File: src/rtl/fm_mod_pkg.sv
// Shared types and constants for the FM phase-increment generator and the NCO it feeds.
package fm_mod_pkg;

    typedef enum logic [1:0] {
        IDLE = 2'd0,
        WAIT = 2'd1,
        LOAD = 2'd2,
        RAMP = 2'd3
    } fm_state_t;

    localparam logic [31:0] FM_DEF_CARRIER_FCW = 32'h0400_0000;
    localparam logic [31:0] FM_DEF_MAX_DEV     = 32'h0100_0000;

    // Signed sample times zero-extended gain needs one extra bit.
    function automatic int fm_prod_width(input int sample_width, input int gain_width);
        return sample_width + gain_width + 1;
    endfunction

    function automatic int fm_ramp_len(input int interp_log2);
        return 1 << interp_log2;
    endfunction

endpackage

File: src/rtl/fm_lin_interp.sv
// Linear interpolator: walks current toward target in 2^INTERP_LOG2 steps and
// snaps exactly onto target on the last step.
module fm_lin_interp
    import fm_mod_pkg::*;
#(
    parameter int PHASE_WIDTH = 32,
    parameter int INTERP_LOG2 = 4
) (
    input  logic                   clk,
    input  logic                   reset_n,
    input  logic                   clear,
    input  logic                   load,
    input  logic                   run,
    input  logic [PHASE_WIDTH-1:0] target,
    output logic [PHASE_WIDTH-1:0] current,
    output logic                   cnt_zero
);

    localparam int RAMP_LEN = fm_ramp_len(INTERP_LOG2);
    localparam logic [INTERP_LOG2-1:0] CNT_LAST = INTERP_LOG2'(RAMP_LEN - 1);

    logic [PHASE_WIDTH-1:0]   current_r;
    logic [PHASE_WIDTH-1:0]   step_r;
    logic [INTERP_LOG2-1:0]   cnt_r;
    logic signed [PHASE_WIDTH:0] diff_s;
    logic signed [PHASE_WIDTH:0] step_full_s;

    // Difference in one extra bit so the sign survives any target/current pair.
    always_comb begin
        diff_s      = $signed({target[PHASE_WIDTH-1], target})
                    - $signed({current_r[PHASE_WIDTH-1], current_r});
        step_full_s = diff_s >>> INTERP_LOG2;
    end

    // Ramp state: clear has priority, then load of a new step, then stepping.
    always_ff @(posedge clk or negedge reset_n) begin
        if (!reset_n) begin
            current_r <= {PHASE_WIDTH{1'b0}};
            step_r    <= {PHASE_WIDTH{1'b0}};
            cnt_r     <= {INTERP_LOG2{1'b0}};
        end else if (clear) begin
            current_r <= {PHASE_WIDTH{1'b0}};
            step_r    <= {PHASE_WIDTH{1'b0}};
            cnt_r     <= {INTERP_LOG2{1'b0}};
        end else if (load) begin
            step_r <= step_full_s[PHASE_WIDTH-1:0];
            cnt_r  <= CNT_LAST;
        end else if (run) begin
            if (cnt_r != {INTERP_LOG2{1'b0}}) begin
                current_r <= current_r + step_r;
                cnt_r     <= cnt_r - {{(INTERP_LOG2-1){1'b0}}, 1'b1};
            end else begin
                // Landing exactly on target discards the shift truncation error.
                current_r <= target;
            end
        end else begin
            current_r <= current_r;
        end
    end

    assign current  = current_r;
    assign cnt_zero = (cnt_r == {INTERP_LOG2{1'b0}});

endmodule

File: src/rtl/fm_phase_inc_gen.sv
// FM front end: gain-scales audio samples into a ramped NCO frequency word.
// Define FM_DEV_CLAMP_EN to bound the deviation to +/-MAX_DEV.
module fm_phase_inc_gen
    import fm_mod_pkg::*;
#(
    parameter int PHASE_WIDTH  = 32,
    parameter int SAMPLE_WIDTH = 12,
    parameter int GAIN_WIDTH   = 16,
    parameter int INTERP_LOG2  = 4,
    parameter logic [PHASE_WIDTH-1:0] CARRIER_FCW = PHASE_WIDTH'(FM_DEF_CARRIER_FCW),
    parameter logic [PHASE_WIDTH-1:0] MAX_DEV     = PHASE_WIDTH'(FM_DEF_MAX_DEV)
) (
    input  logic                    clk,
    input  logic                    reset_n,
    input  logic                    enable,
    input  logic [GAIN_WIDTH-1:0]   dev_gain,
    input  logic [SAMPLE_WIDTH-1:0] s_data,
    input  logic                    s_valid,
    output logic                    s_ready,
    output logic [PHASE_WIDTH-1:0]  phi_inc_o,
    output logic                    inc_valid,
    output logic                    underrun
);

    localparam int PROD_W = fm_prod_width(SAMPLE_WIDTH, GAIN_WIDTH);

    fm_state_t state_r, state_nxt_s;
    logic [PHASE_WIDTH-1:0] target_r;
    logic                   started_r;
    logic                   underrun_r;
    logic [PHASE_WIDTH-1:0] phi_r;
    logic                   inc_valid_r;

    logic                   ready_s;
    logic                   capture_s;
    logic                   starve_s;
    logic signed [PROD_W-1:0]      sample_ext_s;
    logic signed [PROD_W-1:0]      gain_ext_s;
    logic signed [PROD_W-1:0]      prod_s;
    logic signed [PHASE_WIDTH-1:0] prod_ext_s;
    logic [PHASE_WIDTH-1:0]        target_nxt_s;
    logic [PHASE_WIDTH-1:0]        current_s;
    logic                          cnt_zero_s;
    logic                          clear_s;
    logic                          load_s;
    logic                          run_s;

    // Gain multiply and optional deviation clamp of the new target.
    always_comb begin
        sample_ext_s = PROD_W'($signed(s_data));
        gain_ext_s   = $signed(PROD_W'({1'b0, dev_gain}));
        prod_s       = sample_ext_s * gain_ext_s;
        prod_ext_s   = PHASE_WIDTH'(prod_s);
`ifdef FM_DEV_CLAMP_EN
        if (prod_ext_s > $signed(MAX_DEV)) begin
            target_nxt_s = MAX_DEV;
        end else if (prod_ext_s < -$signed(MAX_DEV)) begin
            target_nxt_s = -MAX_DEV;
        end else begin
            target_nxt_s = prod_ext_s;
        end
`else
        target_nxt_s = prod_ext_s;
`endif
    end

    // Next-state and handshake decode; enable low overrides everything.
    always_comb begin
        state_nxt_s = state_r;
        ready_s     = 1'b0;
        capture_s   = 1'b0;
        starve_s    = 1'b0;
        case (state_r)
            IDLE: begin
                if (enable) begin
                    state_nxt_s = WAIT;
                end else begin
                    state_nxt_s = IDLE;
                end
            end
            WAIT: begin
                ready_s = 1'b1;
                if (s_valid) begin
                    capture_s   = 1'b1;
                    state_nxt_s = LOAD;
                end else begin
                    state_nxt_s = WAIT;
                end
            end
            LOAD: begin
                state_nxt_s = RAMP;
            end
            RAMP: begin
                if (cnt_zero_s) begin
                    ready_s = 1'b1;
                    if (s_valid) begin
                        capture_s   = 1'b1;
                        state_nxt_s = LOAD;
                    end else begin
                        starve_s    = 1'b1;
                        state_nxt_s = WAIT;
                    end
                end else begin
                    state_nxt_s = RAMP;
                end
            end
            default: begin
                state_nxt_s = IDLE;
            end
        endcase
        if (!enable) begin
            state_nxt_s = IDLE;
            capture_s   = 1'b0;
            starve_s    = 1'b0;
        end else begin
            state_nxt_s = state_nxt_s;
        end
    end

    assign clear_s = (state_nxt_s == IDLE);
    assign load_s  = (state_r == LOAD);
    assign run_s   = (state_r == RAMP);

    // Control registers: FSM state, captured target, stream flags.
    always_ff @(posedge clk or negedge reset_n) begin
        if (!reset_n) begin
            state_r    <= IDLE;
            target_r   <= {PHASE_WIDTH{1'b0}};
            started_r  <= 1'b0;
            underrun_r <= 1'b0;
        end else begin
            state_r <= state_nxt_s;
            if (capture_s) begin
                target_r <= target_nxt_s;
            end else begin
                target_r <= target_r;
            end
            if (clear_s) begin
                started_r  <= 1'b0;
                underrun_r <= 1'b0;
            end else begin
                started_r  <= started_r | capture_s;
                underrun_r <= underrun_r | (starve_s & started_r);
            end
        end
    end

    // Output register: frequency word wraps modulo 2^PHASE_WIDTH.
    always_ff @(posedge clk or negedge reset_n) begin
        if (!reset_n) begin
            phi_r       <= CARRIER_FCW;
            inc_valid_r <= 1'b0;
        end else begin
            phi_r       <= CARRIER_FCW + current_s;
            inc_valid_r <= (state_r != IDLE);
        end
    end

    fm_lin_interp #(
        .PHASE_WIDTH (PHASE_WIDTH),
        .INTERP_LOG2 (INTERP_LOG2)
    ) u_interp (
        .clk      (clk),
        .reset_n  (reset_n),
        .clear    (clear_s),
        .load     (load_s),
        .run      (run_s),
        .target   (target_r),
        .current  (current_s),
        .cnt_zero (cnt_zero_s)
    );

    assign s_ready   = ready_s;
    assign phi_inc_o = phi_r;
    assign inc_valid = inc_valid_r;
    assign underrun  = underrun_r;

endmodule

File: config.mk
export PLATFORM = sky130hd
export DESIGN_NAME = fm_phase_inc_gen
export DESIGN_NICKNAME = d
export VERILOG_FILES = /design/src/rtl/fm_mod_pkg.sv /design/src/rtl/fm_lin_interp.sv /design/src/rtl/fm_phase_inc_gen.sv
export SDC_FILE = /design/constraint.sdc
export NUM_CORES = 1
export LEC_CHECK = 0
export ABC_CLOCK_PERIOD_IN_PS = 3300
export CAP_MARGIN = 20
export CELL_PAD_IN_SITES_DETAIL_PLACEMENT = 0
export CELL_PAD_IN_SITES_GLOBAL_PLACEMENT = 1
export CORE_AREA = 2 2 255 232
export DETAILED_ROUTE_END_ITERATION = 12
export DIE_AREA = 0 0 257 234
export GPL_TIMING_DRIVEN = 0
export PLACE_DENSITY = 0.48
export SYNTH_ARGS = -nofsm -noshare
export SYNTH_HDL_FRONTEND = slang
export SYNTH_HIERARCHICAL = 1
export SYNTH_SLANG_ARGS = --single-unit
File: constraint.sdc
create_clock -name clk -period 3.3 [get_ports clk]
set_clock_uncertainty 0.15 [all_clocks]
set_input_delay 0.66 -clock clk [delete_from_list [all_inputs] [get_ports clk]]
set_output_delay 0.66 -clock clk [all_outputs]
set_load 0.005 [all_outputs]
# Yosys cells after proc, flatten, opt, wreduce, memory -nomap -nowiden

Cells that the tools add are included.

Bits in registers: 134
Bits of input ports: 32

Add/subtract/negate cells: 4
Multiply operators: 1
Equality and inequality tests: 4
Multiplexer cells: 26
Bitwise operators: 3
Reductions and logical operators: 11

Operator list:

| cell                   | number |
|---|---|
| $mux 32                | 6 |
| $sub 29x32->33         | 1 |
| $add 27x32->32 const A | 1 |
| $add 32x32->32         | 1 |
| $mul 12x17->29         | 1 |
| $mux 4                 | 4 |
| $mux 1                 | 10 |
| $pmux 2 s4             | 1 |
| $mux 2                 | 3 |
| $reduce_bool 2->1      | 3 |
| $reduce_bool 3->1      | 2 |
| $eq 2x2->1 const B     | 2 |
| $logic_not 2->1        | 2 |
| $logic_not 4->1        | 1 |
| $pmux 1 s2             | 2 |
| $reduce_and 2->1       | 2 |
| $reduce_bool 4->1      | 1 |
| $sub 4x1->4 const B    | 1 |
| $eq 2x1->1 const B     | 1 |
| $ne 2x2->1 const B     | 1 |
| $or 1x1->1             | 2 |
| $and 1x1->1            | 1 |

# Logic depth before layout (Yosys ltp)

Depth after elaboration: 7
Depth in mapped cells: 20
Depth with buffers taken out: 18

# Cells and area by module

The synthesis kept the hierarchy.

Modules (own cells, without submodules):

| module           | times used | cells each | area each (um^2) | seq. area each (um^2) |
|---|---|---|---|---|
| fm_phase_inc_gen | 1          | 924        | 8585.7           | 1652.8 |
| fm_lin_interp    | 1          | 669        | 5647.9           | 1626.6 |

# Worst setup path before layout

OpenSTA, ideal clock, no wires.

Path type: input -> register
From: in s_data[11]
To: reg target_r[25]
Library setup time: 126 ps
Data arrival time: 5409 ps
Setup slack: -2385 ps
Cell stages on the path: 17
Buffers on the path: 1
Path through: inv_1 > clkbuf_1 > nor2_1 > fa_1 > fa_1 > fa_1 > fa_1 > inv_1 > fa_1 > inv_1 > ha_1 > and2_4 > nor2b_1 > a211oi_2 > nand2_1 > a31o_1 > a221o_1

Longest elaborated chain between the ends: 1

RTL lines:

| what                 | line                    | text |
|---|---|---|
| from (decl)          | fm_phase_inc_gen.sv:17  | `input logic [SAMPLE_WIDTH-1:0] s_data,` |
| $mul 12x17->29       | fm_phase_inc_gen.sv:52  | `prod_s = sample_ext_s * gain_ext_s;` |
| to (signal assigned) | fm_phase_inc_gen.sv:128 | `target_r <= {PHASE_WIDTH{1'b0}};` |
| to (signal assigned) | fm_phase_inc_gen.sv:134 | `target_r <= target_nxt_s;` |
| to (signal assigned) | fm_phase_inc_gen.sv:136 | `target_r <= target_r;` |
| to (decl)            | fm_phase_inc_gen.sv:28  | `logic [PHASE_WIDTH-1:0] target_r;` |

No other way between the ends.
A chain may end at the register's enable or synchronous reset.

# Worst setup path after layout

From: in dev_gain[10]
To: reg target_r[27]

Longest elaborated chain between the ends: 1

RTL lines:

| what           | line                   | text |
|---|---|---|
| from (decl)    | fm_phase_inc_gen.sv:16 | `input logic [GAIN_WIDTH-1:0] dev_gain,` |
| $mul 12x17->29 | fm_phase_inc_gen.sv:52 |  |

No other way between the ends.

==> results.json <==
{
  "fp-row-count": 84,
  "critPathRequiredTime_ps": 3500,
  "grt_pass1_wl_um": 70700,
  "async_flop_share_pct": 100,
  "routedWlPerCell_um": 17.4,
  "ys.flop_type": "dfrtp_1",
  "start_util_pct": 24.7,
  "vdd_drop_max_v": 0.000885,
  "io_buffers": 66,
  "synth_edf_count": 0,
  "gp_congestion": 0.816,
  "grt_pass1_vias": 12200,
  "max-slew-margin-rel_pct": 46.3,
  "cts-buffers-inserted": 17,
  "ys_ff_latch": 131,
  "static-leakage-power_nw": 8.87,
  "die_h_um": 234,
  "cts_root_buf": "clkbuf_16",
  "synthTopCellsByArea": "dfrtp_1, fa_1, ha_1",
  "area_growth_pct": 36.6,
  "cts_tree": "built",
  "grt_use_total_pct": 15.1,
  "firstDrtPassIters": 5,
  "ioPinCount": 67,
  "max_cap_viol_count": 0,
  "cp_max_fo": 4,
  "power_density_mw_per_mm2": 951,
  "cts_buffer_depth": 2,
  "critPathArrivalTime_ps": 5260,
  "dieArea_sq_mm": 0.0601,
  "antenna_found_initial": 0,
  "cpMostUsedCell": "fa_1",
  "fmax_ghz": 0.198,
  "clk_pin_slew_worst_paths_ps": 60,
  "syn_area_per_cell_sq_um": 8.94,
  "drt_wl_total_um": 45100,
  "finalPower_mw": 18.5,
  "drt_iter0_markers": 501,
  "crit_type": "in -> reg",
  "post-route-period-util_pct": 153,
  "drc_errors": 0,
  "core_area_sq_mm": 0.0577,
  "n_antenna_cell": 0,
  "synthDominantCellAreaShare_pct": 22.9,
  "grt_max_degree": 91,
  "clock_sinks": 131,
  "crit_path_start_kind": "input pin",
  "slew_viol_final": 0,
  "yosys.area.top_type": "dfrtp_1",
  "fp.dieW_um": 257,
  "dp_hpwl_um": 35400,
  "yosysWarningCount": 6,
  "vias": 11500,
  "ys_types": 72,
  "cpMaxStageDelayCell": "fa_2",
  "cts.htree.levels": 4,
  "setup_violations": 23,
  "hold_violations": 0,
  "netlist_area_sq_mm": 0.0142,
  "cp-end-kind": "flip-flop",
  "rsz0062_at_grt": "true",
  "layout-drive-gt1-share_pct": 25.4,
  "nNetsFinal": 2122,
  "setup_ws_ps": -1760,
  "critical_path.cell_chain": "buf_8 -> buf_8 -> buf_6 -> and2_4 -> fa_1 -> inv_1 -> fa_1 -> inv_1 -> fa_1 -> fa_1 -> fa_2 -> ha_4 -> nand4_1 -> o21bai_2 -> a211o_1 -> a221o_1 -> o21a_1 -> o31ai_2",
  "ant_nets": 0,
  "min_period_ps": 5060,
  "syn_inst": 1593,
  "crit_path_max_incr_delay_ps": 570,
  "yosysSeqAreaShare_pct": 23.0,
  "viasPerCell": 4.46,
  "status": "finished, violations left",
  "syn-num-nets": 1915,
  "tightest_slew_ps": 806,
  "clk_latency_ps": 440,
  "place_ws_ps": -3170,
  "hold_path_class": "reg -> reg",
  "grt_overflow": 0,
  "violations": "setup timing"
}
cells in the final DEF (no fill, tap or decap), types with 17 or more instances in the layout:
cell type	n
nand2_1	195
inv_1	177
dfrtp_1	130
ha_1	119
fa_1	117
buf_4	78
nor2_1	66
a21oi_1	60
o21ai_0	58
and2_1	55
buf_6	39
xnor2_1	37
clkdlybuf4s50_1	37
inv_2	36
a21o_1	36
clkbuf_16	34
nand2_2	31
xor2_1	29
nand3_1	26
fa_2	25
ha_4	25
o21ai_1	23
a22oi_1	20
and2_4	19
mux2i_1	19
clkbuf_1	18
buf_8	17
buf_12	17
metrics by stage:
step           setup TNS [ps]  utilization (%)  cells  area, sq um  hold WS (ps)
5_1_grt                -35940             33.7   2587        19400           312
6_report               -33150             33.7   2587        19400           290
3_5_place_dp           -78310             28.8   2434        16600           283
4_1_cts                -33590             32.4   2551        18700           297
3_3_place_gp          -618430             28.7   2433        16600           284
2_1_floorplan          -32420                -   1593        15000           214
sequential cells by signal, summed over array words and instances (netlist names):
register and flops:
inc_valid 1, phi_inc_o 32, started_r 1, state_r 2, target_r 29, u_interp/cnt_r 4, u_interp/current 32, u_interp/step_r 29
underrun 1
cells in the mapped netlist, drive strengths merged, types with 8 or more instances:
cell type,n
fa,142
dfrtp,130
and3,12
and2,74
xor2,30
a31oi,14
ha,148
a211oi,14
mux2i,19
o21bai,11
nand2b,15
a21o,37
a22oi,20
nor2b,8
o21ai,88
a21oi,77
nand2,236
nand3,27
xnor2,40
o211ai,13
nor3,18
inv,214
clkbuf,50
nor2,76
per-layer routing:
| layer | track usage (%) | routed length, um | up-vias |
|---|---|---|---|
| met5 | 0 | 0 | - |
| met4 | 4.49 | 903 | 0 |
| met3 | 1.31 | 837 | 34 |
| met2 | 25.1 | 20900 | 142 |
| met1 | 21.1 | 22500 | 5663 |
| li1 | - | - | 5692 |
report_power, final:
group,internal (mW),total (mW),switching (mW)
Clock,1.29,2.10,0.802
Sequential,1.83,2.13,0.294
Combinational,6.89,14.3,7.37
critical path, delay by kind of cell:
kind / cells / cell delay (ps)
AOI/OAI and AO/OA: 5 / 1110
and+or+nand+nor: 2 / 250
adders and majority gates: 6 / 2790
buffers and inverters: 5 / 430
repair_timing:
item | 4_1_cts | 5_1_grt
hold endpoints to repair | 40 | 0
hold buffers | 1 | 0
buffers inserted | 84 | 36
cloned | 2 | 1
resized for setup | 316 | 122
pin swaps | 138 | 110
setup endpoints to repair | 50 | 40
area by class of cell:
| class | count | area [sq um] |
|---|---|---|
| well taps | 774 | 968 |
| inverters | 215 | 817 |
| flip-flops and latches | 131 | 3280 |
| repair buffers | 190 | 1980 |
| plain buffers | 54 | 701 |
| multi-input cells | 1191 | 11100 |
| clock buffers | 18 | 439 |
| clock inverters | 14 | 200 |
| fillers | 5941 | 38300 |
worst paths after layout:
| path | start | cells past startpoint | end | slack [ps] |
|---|---|---|---|---|
| max | dev_gain[10] | 18 | target_r[27]$_DFFE_PN0P_ | -1760 |
| min | u_interp/current[3]$_DFFE_PN0P_ | 0 | phi_inc_o[3]$_DFF_PN0_ | 290 |
| max reg2reg | u_interp/current[0]$_DFFE_PN0P_ | 11 | u_interp/current[26]$_DFFE_PN0P_ | 140 |
| min reg2reg | u_interp/current[3]$_DFFE_PN0P_ | 0 | phi_inc_o[3]$_DFF_PN0_ | 290 |
| max in group asynchronous | reset_n | 3 | phi_inc_o[26]$_DFF_PN1_ | 1630 |
| min in group asynchronous | reset_n | 2 | phi_inc_o[8]$_DFF_PN0_ | 560 |
kinds of logic after synthesis:
group / after synthesis / synth area share (%)
simple gates: 487 / 15.8
compound gates: 325 / 15.3
fa+ha+maj: 290 / 33.0
buf+inv: 271 / 7.27
flops: 131 / 23.0
xor+xnor: 70 / 4.31
mux: 19 / 1.34
(Power assumes the default switching activity.)
